==> config.mk <==
export PLATFORM = sky130hd
export DESIGN_NAME = cluster_frame_collector
export DESIGN_NICKNAME = d
export VERILOG_FILES = /design/src/rtl/cluster_frame_collector.sv
export SDC_FILE = /design/constraint.sdc
export NUM_CORES = 1
export LEC_CHECK = 0
export BUFFER_PORTS_ARGS = -buffer_cell sky130_fd_sc_hd__buf_4
export CORE_MARGIN = 5
export CORE_UTILIZATION = 35
export CTS_BUF_LIST = sky130_fd_sc_hd__clkbuf_4
export DETAILED_ROUTE_END_ITERATION = 12
export PLACE_DENSITY = 0.51
export SETUP_SLACK_MARGIN = 0.05
export SLEW_MARGIN = 20
export SYNTH_ARGS = -nofsm -noshare
export SYNTH_HDL_FRONTEND = slang
export SYNTH_SLANG_ARGS = --single-unit
==> constraint.sdc <==
create_clock -name clock -period 9.32 [get_ports clock]
set_input_delay 0.932 -clock clock [delete_from_list [all_inputs] [get_ports clock]]
set_output_delay 0.932 -clock clock [all_outputs]
set_load 0.02 [all_outputs]
==> src/rtl/cluster_frame_collector.sv <==
// cluster_frame_collector: gathers one cluster per pass into a frame word and queues frames in a FWFT FIFO.
// Optional `FRAME_DROP_CNT_EN adds a saturating drop_cnt output.
module cluster_frame_collector #(
  parameter int MXPASS     = 8,
  parameter int MXADRBITS  = 11,
  parameter int MXCNTBITS  = 3,
  parameter int FIFO_DEPTH = 4
) (
  input  logic                                     clock,
  input  logic                                     reset,
  input  logic                                     found_in,
  input  logic [MXADRBITS-1:0]                     adr_in,
  input  logic [MXCNTBITS-1:0]                     cnt_in,
  input  logic [2:0]                               pass_in,
  output logic [MXPASS*(MXCNTBITS+MXADRBITS)-1:0]  frame_data,
  output logic                                     frame_valid,
  input  logic                                     frame_ready,
  output logic [$clog2(FIFO_DEPTH):0]              fifo_count,
  output logic                                     overflow
`ifdef FRAME_DROP_CNT_EN
  ,
  output logic [15:0]                              drop_cnt
`endif
);
  localparam int W  = MXCNTBITS + MXADRBITS;
  localparam int AW = $clog2(FIFO_DEPTH);
  localparam int CW = AW + 1;
  localparam logic [W-1:0]  INVALID = {{MXCNTBITS{1'b0}}, {MXADRBITS{1'b1}}};
  localparam logic [CW-1:0] DEPTH_C = CW'(FIFO_DEPTH);
  typedef logic [MXPASS-1:0][W-1:0] frame_t;
  frame_t        slot_q, slot_d, data_q, data_d, new_frame;
  frame_t        mem_q [FIFO_DEPTH];
  logic [AW-1:0] wr_q, wr_d, rd_q, rd_d;
  logic [CW-1:0] count_q, count_d, remain;
  logic          ovf_q, ovf_d;
  logic [W-1:0]  in_slot;
  logic          tag_ok, push, pop, full, push_ok, drop;
  always_comb begin
    in_slot   = found_in ? {cnt_in, adr_in} : INVALID;
    tag_ok    = int'(pass_in) < MXPASS;
    push      = tag_ok && pass_in == 3'(MXPASS - 1);
    pop       = count_q != '0 && frame_ready;
    full      = count_q == DEPTH_C;
    push_ok   = push && (!full || pop);
    drop      = push && full && !pop;
    slot_d    = slot_q;
    for (int k = 0; k < MXPASS; k++)
      if (tag_ok && pass_in == 3'(k)) slot_d[k] = in_slot;
    new_frame = slot_q;
    new_frame[MXPASS-1] = in_slot;
    wr_d      = push_ok ? wr_q + AW'(1) : wr_q;
    rd_d      = pop ? rd_q + AW'(1) : rd_q;
    remain    = count_q - CW'(pop);
    count_d   = remain + CW'(push_ok);
    // The output register always mirrors the entry that will be head after this edge.
    data_d    = remain != '0 ? mem_q[rd_d] : push_ok ? new_frame : data_q;
    ovf_d     = ovf_q | drop;
  end
  always_ff @(posedge clock or posedge reset) begin
    if (reset) begin
      slot_q  <= {MXPASS{INVALID}};
      data_q  <= {MXPASS{INVALID}};
      wr_q    <= '0;
      rd_q    <= '0;
      count_q <= '0;
      ovf_q   <= 1'b0;
    end else begin
      slot_q  <= slot_d;
      data_q  <= data_d;
      wr_q    <= wr_d;
      rd_q    <= rd_d;
      count_q <= count_d;
      ovf_q   <= ovf_d;
    end
  end
  always_ff @(posedge clock) begin
    if (push_ok) mem_q[wr_q] <= new_frame;
  end
  assign frame_data  = data_q;
  assign frame_valid = count_q != '0;
  assign fifo_count  = count_q;
  assign overflow    = ovf_q;
`ifdef FRAME_DROP_CNT_EN
  logic [15:0] drop_cnt_q, drop_cnt_d;
  always_comb drop_cnt_d = (drop && drop_cnt_q != 16'hFFFF) ? drop_cnt_q + 16'd1 : drop_cnt_q;
  always_ff @(posedge clock or posedge reset) begin
    if (reset) drop_cnt_q <= '0;
    else drop_cnt_q <= drop_cnt_d;
  end
  assign drop_cnt = drop_cnt_q;
`endif
endmodule

==> flow_summary.json <==
{
  "drc": 0,
  "setup-tns-final_ps": 0,
  "reg2reg_from": "fifo_count[0]",
  "ant_nets": 0,
  "critPathSlowestCell": "buf_4",
  "status": "completed",
  "clk_pin_slew_ps": 70,
  "synth_seq_cells": 666,
  "antenna_found_initial": 7,
  "fin_crit_ps": 5010,
  "cts_buffers": 175,
  "syn_nets": 2200,
  "finClkSkew_ps": 79.6,
  "yosysMostFrequentCell": "nand2_1",
  "root_buffer": "clkbuf_4",
  "cts_setup_buffers": 0,
  "synth-edff-count": 448,
  "finalMaxSlewViolations": 0,
  "dieWidth_um": 282,
  "p_seq_frac": 0.407,
  "synth_common_cells": "nand2_1, edfxtp_1, a21oi_1",
  "grt_pass1_vias": 18000,
  "coreArea_um2": 73200,
  "grt_max_degree": 123,
  "clkPwrFrac": 0.250,
  "first_pass_iters": 5,
  "hold_path.startpoint": "pass_in[2]",
  "via_count": 17500,
  "synth_async_sr_flop_share": 0.327,
  "fin_nets": 2406,
  "rsz0062_at_grt": "no",
  "startpoint_type": "register",
  "yosysTopAreaCell": "edfxtp_1",
  "seq_area_frac_synth": 0.738,
  "wl_per_cell_um": 21.6,
  "grt_pass1_wl_um": 113000,
  "p_per_area_nw_per_um2": 350,
  "grt_overflow": 0,
  "start_util": 0.354,
  "power_switching_w": 0.00406,
  "sw_frac_of_total": 0.383,
  "p_leak_nw": 11.8,
  "ys.flop_type": "edfxtp_1",
  "maxSlewHeadroom": 0.241,
  "worstReg2RegEnd": "frame_data[97]",
  "power_frac_comb": 0.344,
  "timing.fmax_mhz": 200,
  "cts_tree": "yes",
  "htreeDepth": 4,
  "clk_latency_ps": 990,
  "critPathMaxFanout": 68,
  "setup_viol": 0,
  "irDropWorstVdd_mv": 0.295,
  "whs_path_depth": 2,
  "utilization": 0.414,
  "ys_warn_count": 0,
  "slowest_delay_ps": 960,
  "maxCapViolCount": 0,
  "die-area_um2": 79600,
  "grt_usage": 0.189,
  "vias_per_cell": 5.03,
  "worst_pin_slew_ps": 1140,
  "port-buffer-count": 137,
  "synth_area_per_cell_um2": 11.9,
  "dp_hpwl_um": 37800,
  "cts_max_path_buffers": 3,
  "whs_endpoint": "overflow",
  "synthTopCellsByArea": "edfxtp_1, dfstp_2, nand2_1",
  "areaGrowthSynthToFinish_pct": 16.9,
  "yosysTopAreaCellShare": 0.519,
  "reg2regPathDepth": 10,
  "rrSetupSlack_ps": 4310,
  "worstPathRequired_ps": 10150,
  "clkSinkCount": 666,
  "place_congestion": 0.723,
  "crit_type": "register to register",
  "hold_violations": 0,
  "syn_inst": 2171,
  "num_rows": 99,
  "end_kind": "register",
  "cp_cell_sequence": "o31ai_2 -> inv_1 -> ha_1 -> ha_1 -> xnor2_1 -> nand3_4 -> nand2b_4 -> buf_4 -> a21oi_1 -> or3_1",
  "dieHeight_um": 282,
  "drive_gt1_frac": 0.261,
  "synth_area_um2": 25900,
  "arrival_ps": 5830,
  "timing.final.crit_share": 0.537,
  "wl_um": 75100,
  "crit_top_cell": "ha_1",
  "synth.distinct_cells": 35,
  "intPower_w": 0.00655,
  "num_io_pins": 138,
  "hold_class": "input port to register",
  "drt_iter0_drc": 1334
}
==> power by group through the flow <==
stage          Sequential (W)  Clock (W)  Combinational [W]
3_5_place_dp          0.00437          0            0.00369
3_3_place_gp          0.00437          0            0.00363
4_1_cts               0.00432    0.00274            0.00370
2_1_floorplan         0.00450          0            0.00208
6_report              0.00431    0.00265            0.00364
5_1_grt               0.00436    0.00291            0.00403
==> stage by stage <==
stage | setup WS (ps) | instances | power (W) | hold slack, ps | instance area [um^2]
final | 4310 | 3482 | 0.0106 | 320 | 30300
after global routing | 4080 | 3481 | 0.0113 | 223 | 30300
after CTS | 4290 | 3480 | 0.0108 | 173 | 30300
after detailed placement | 4100 | 3158 | 0.00805 | 506 | 27900
after global placement | 4130 | 3158 | 0.00800 | 494 | 27900
after floorplan | 2700 | 2171 | 0.00659 | 456 | 25900
==> worst max-delay path by stage <==
stage | startpoint | end | slack (ps) | cells after the start
2_1_floorplan | reset | fifo_count[0] | 2700 | 1
3_3_place_gp | frame_ready | frame_data[13] | 4130 | 11
3_5_place_dp | frame_ready | frame_data[97] | 4100 | 11
4_1_cts | fifo_count[0] | frame_data[96] | 4290 | 10
5_1_grt | fifo_count[0] | frame_data[25] | 4080 | 10
6_report | fifo_count[0] | frame_data[97] | 4310 | 10
==> worst max-delay path, delay by kind of cell, from the launching register on <==
family	cells	cell delay (ps)
AO/OA/AOI/OAI	2	550
buffers and inverters	2	1050
flip-flops	1	460
AND/OR/NAND/NOR	3	1880
XOR/XNOR	1	370
adder cells (fa/ha/maj)	2	390
==> state kept, by name, indices dropped and copies added, names as in the netlist <==
| signal | flops |
|---|---|
| new_frame | 98 |
| frame_data | 112 |
| rd_q | 2 |
| overflow | 1 |
| fifo_count | 3 |
| mem_q | 448 |
| wr_q | 2 |
==> cell usage in the layout (no fill, tap or decap), types with 2 or more instances in the layout <==
cell type / n
o22a_1: 3
nor2_1: 5
clkinvlp_4: 3
nand2_1: 742
nor2b_2: 10
bufinv_16: 3
o21ai_0: 113
dfstp_2: 165
clkinv_1: 24
clkinv_2: 2
inv_2: 4
xnor2_1: 4
diode_2: 2
inv_1: 21
a21oi_1: 316
buf_4: 165
mux2_2: 2
ha_1: 8
a211o_1: 11
nand3b_1: 3
or3_1: 99
clkinv_4: 4
mux2i_1: 6
dfrtp_1: 53
and2_4: 4
edfxtp_1: 448
buf_6: 2
clkbuf_4: 281
==> per-layer routing <==
metal  vias up  GRT usage  part of all wire
met2       556      0.305              0.48
met4         0     0.0554             0.016
met5         -          0                 0
met1      8827      0.259              0.45
li1       8041          -                 -
met3       102     0.0442             0.059
==> final cells by class <==
type	count	area, um^2
flip-flops and latches	666	19100
repair buffers	168	1270
inverters	24	105
clock buffers	281	2110
clock inverters	40	263
fillers	6929	42900
well taps	959	1200
diodes	2	5.00
multi-input cells	1342	6230
==> repair_timing <==
item / in CTS / in global routing
endpoints found under the hold margin: 6 / 0
hold buffers: 1 / 0
gates resized for setup: 0 / 0
==> cell families after synthesis <==
logic type / count (synthesis) / share of synthesized area
and+or+nand+nor: 873 / 0.139
AOI/OAI and AO/OA: 448 / 0.0893
adders and majority gates: 8 / 0.00386
xor gates and xnor gates: 5 / 0.00198
DFF: 666 / 0.738
buffers and inverters: 163 / 0.0253
muxes: 8 / 0.00319
No activity file was read; power rests on OpenSTA's default activity.
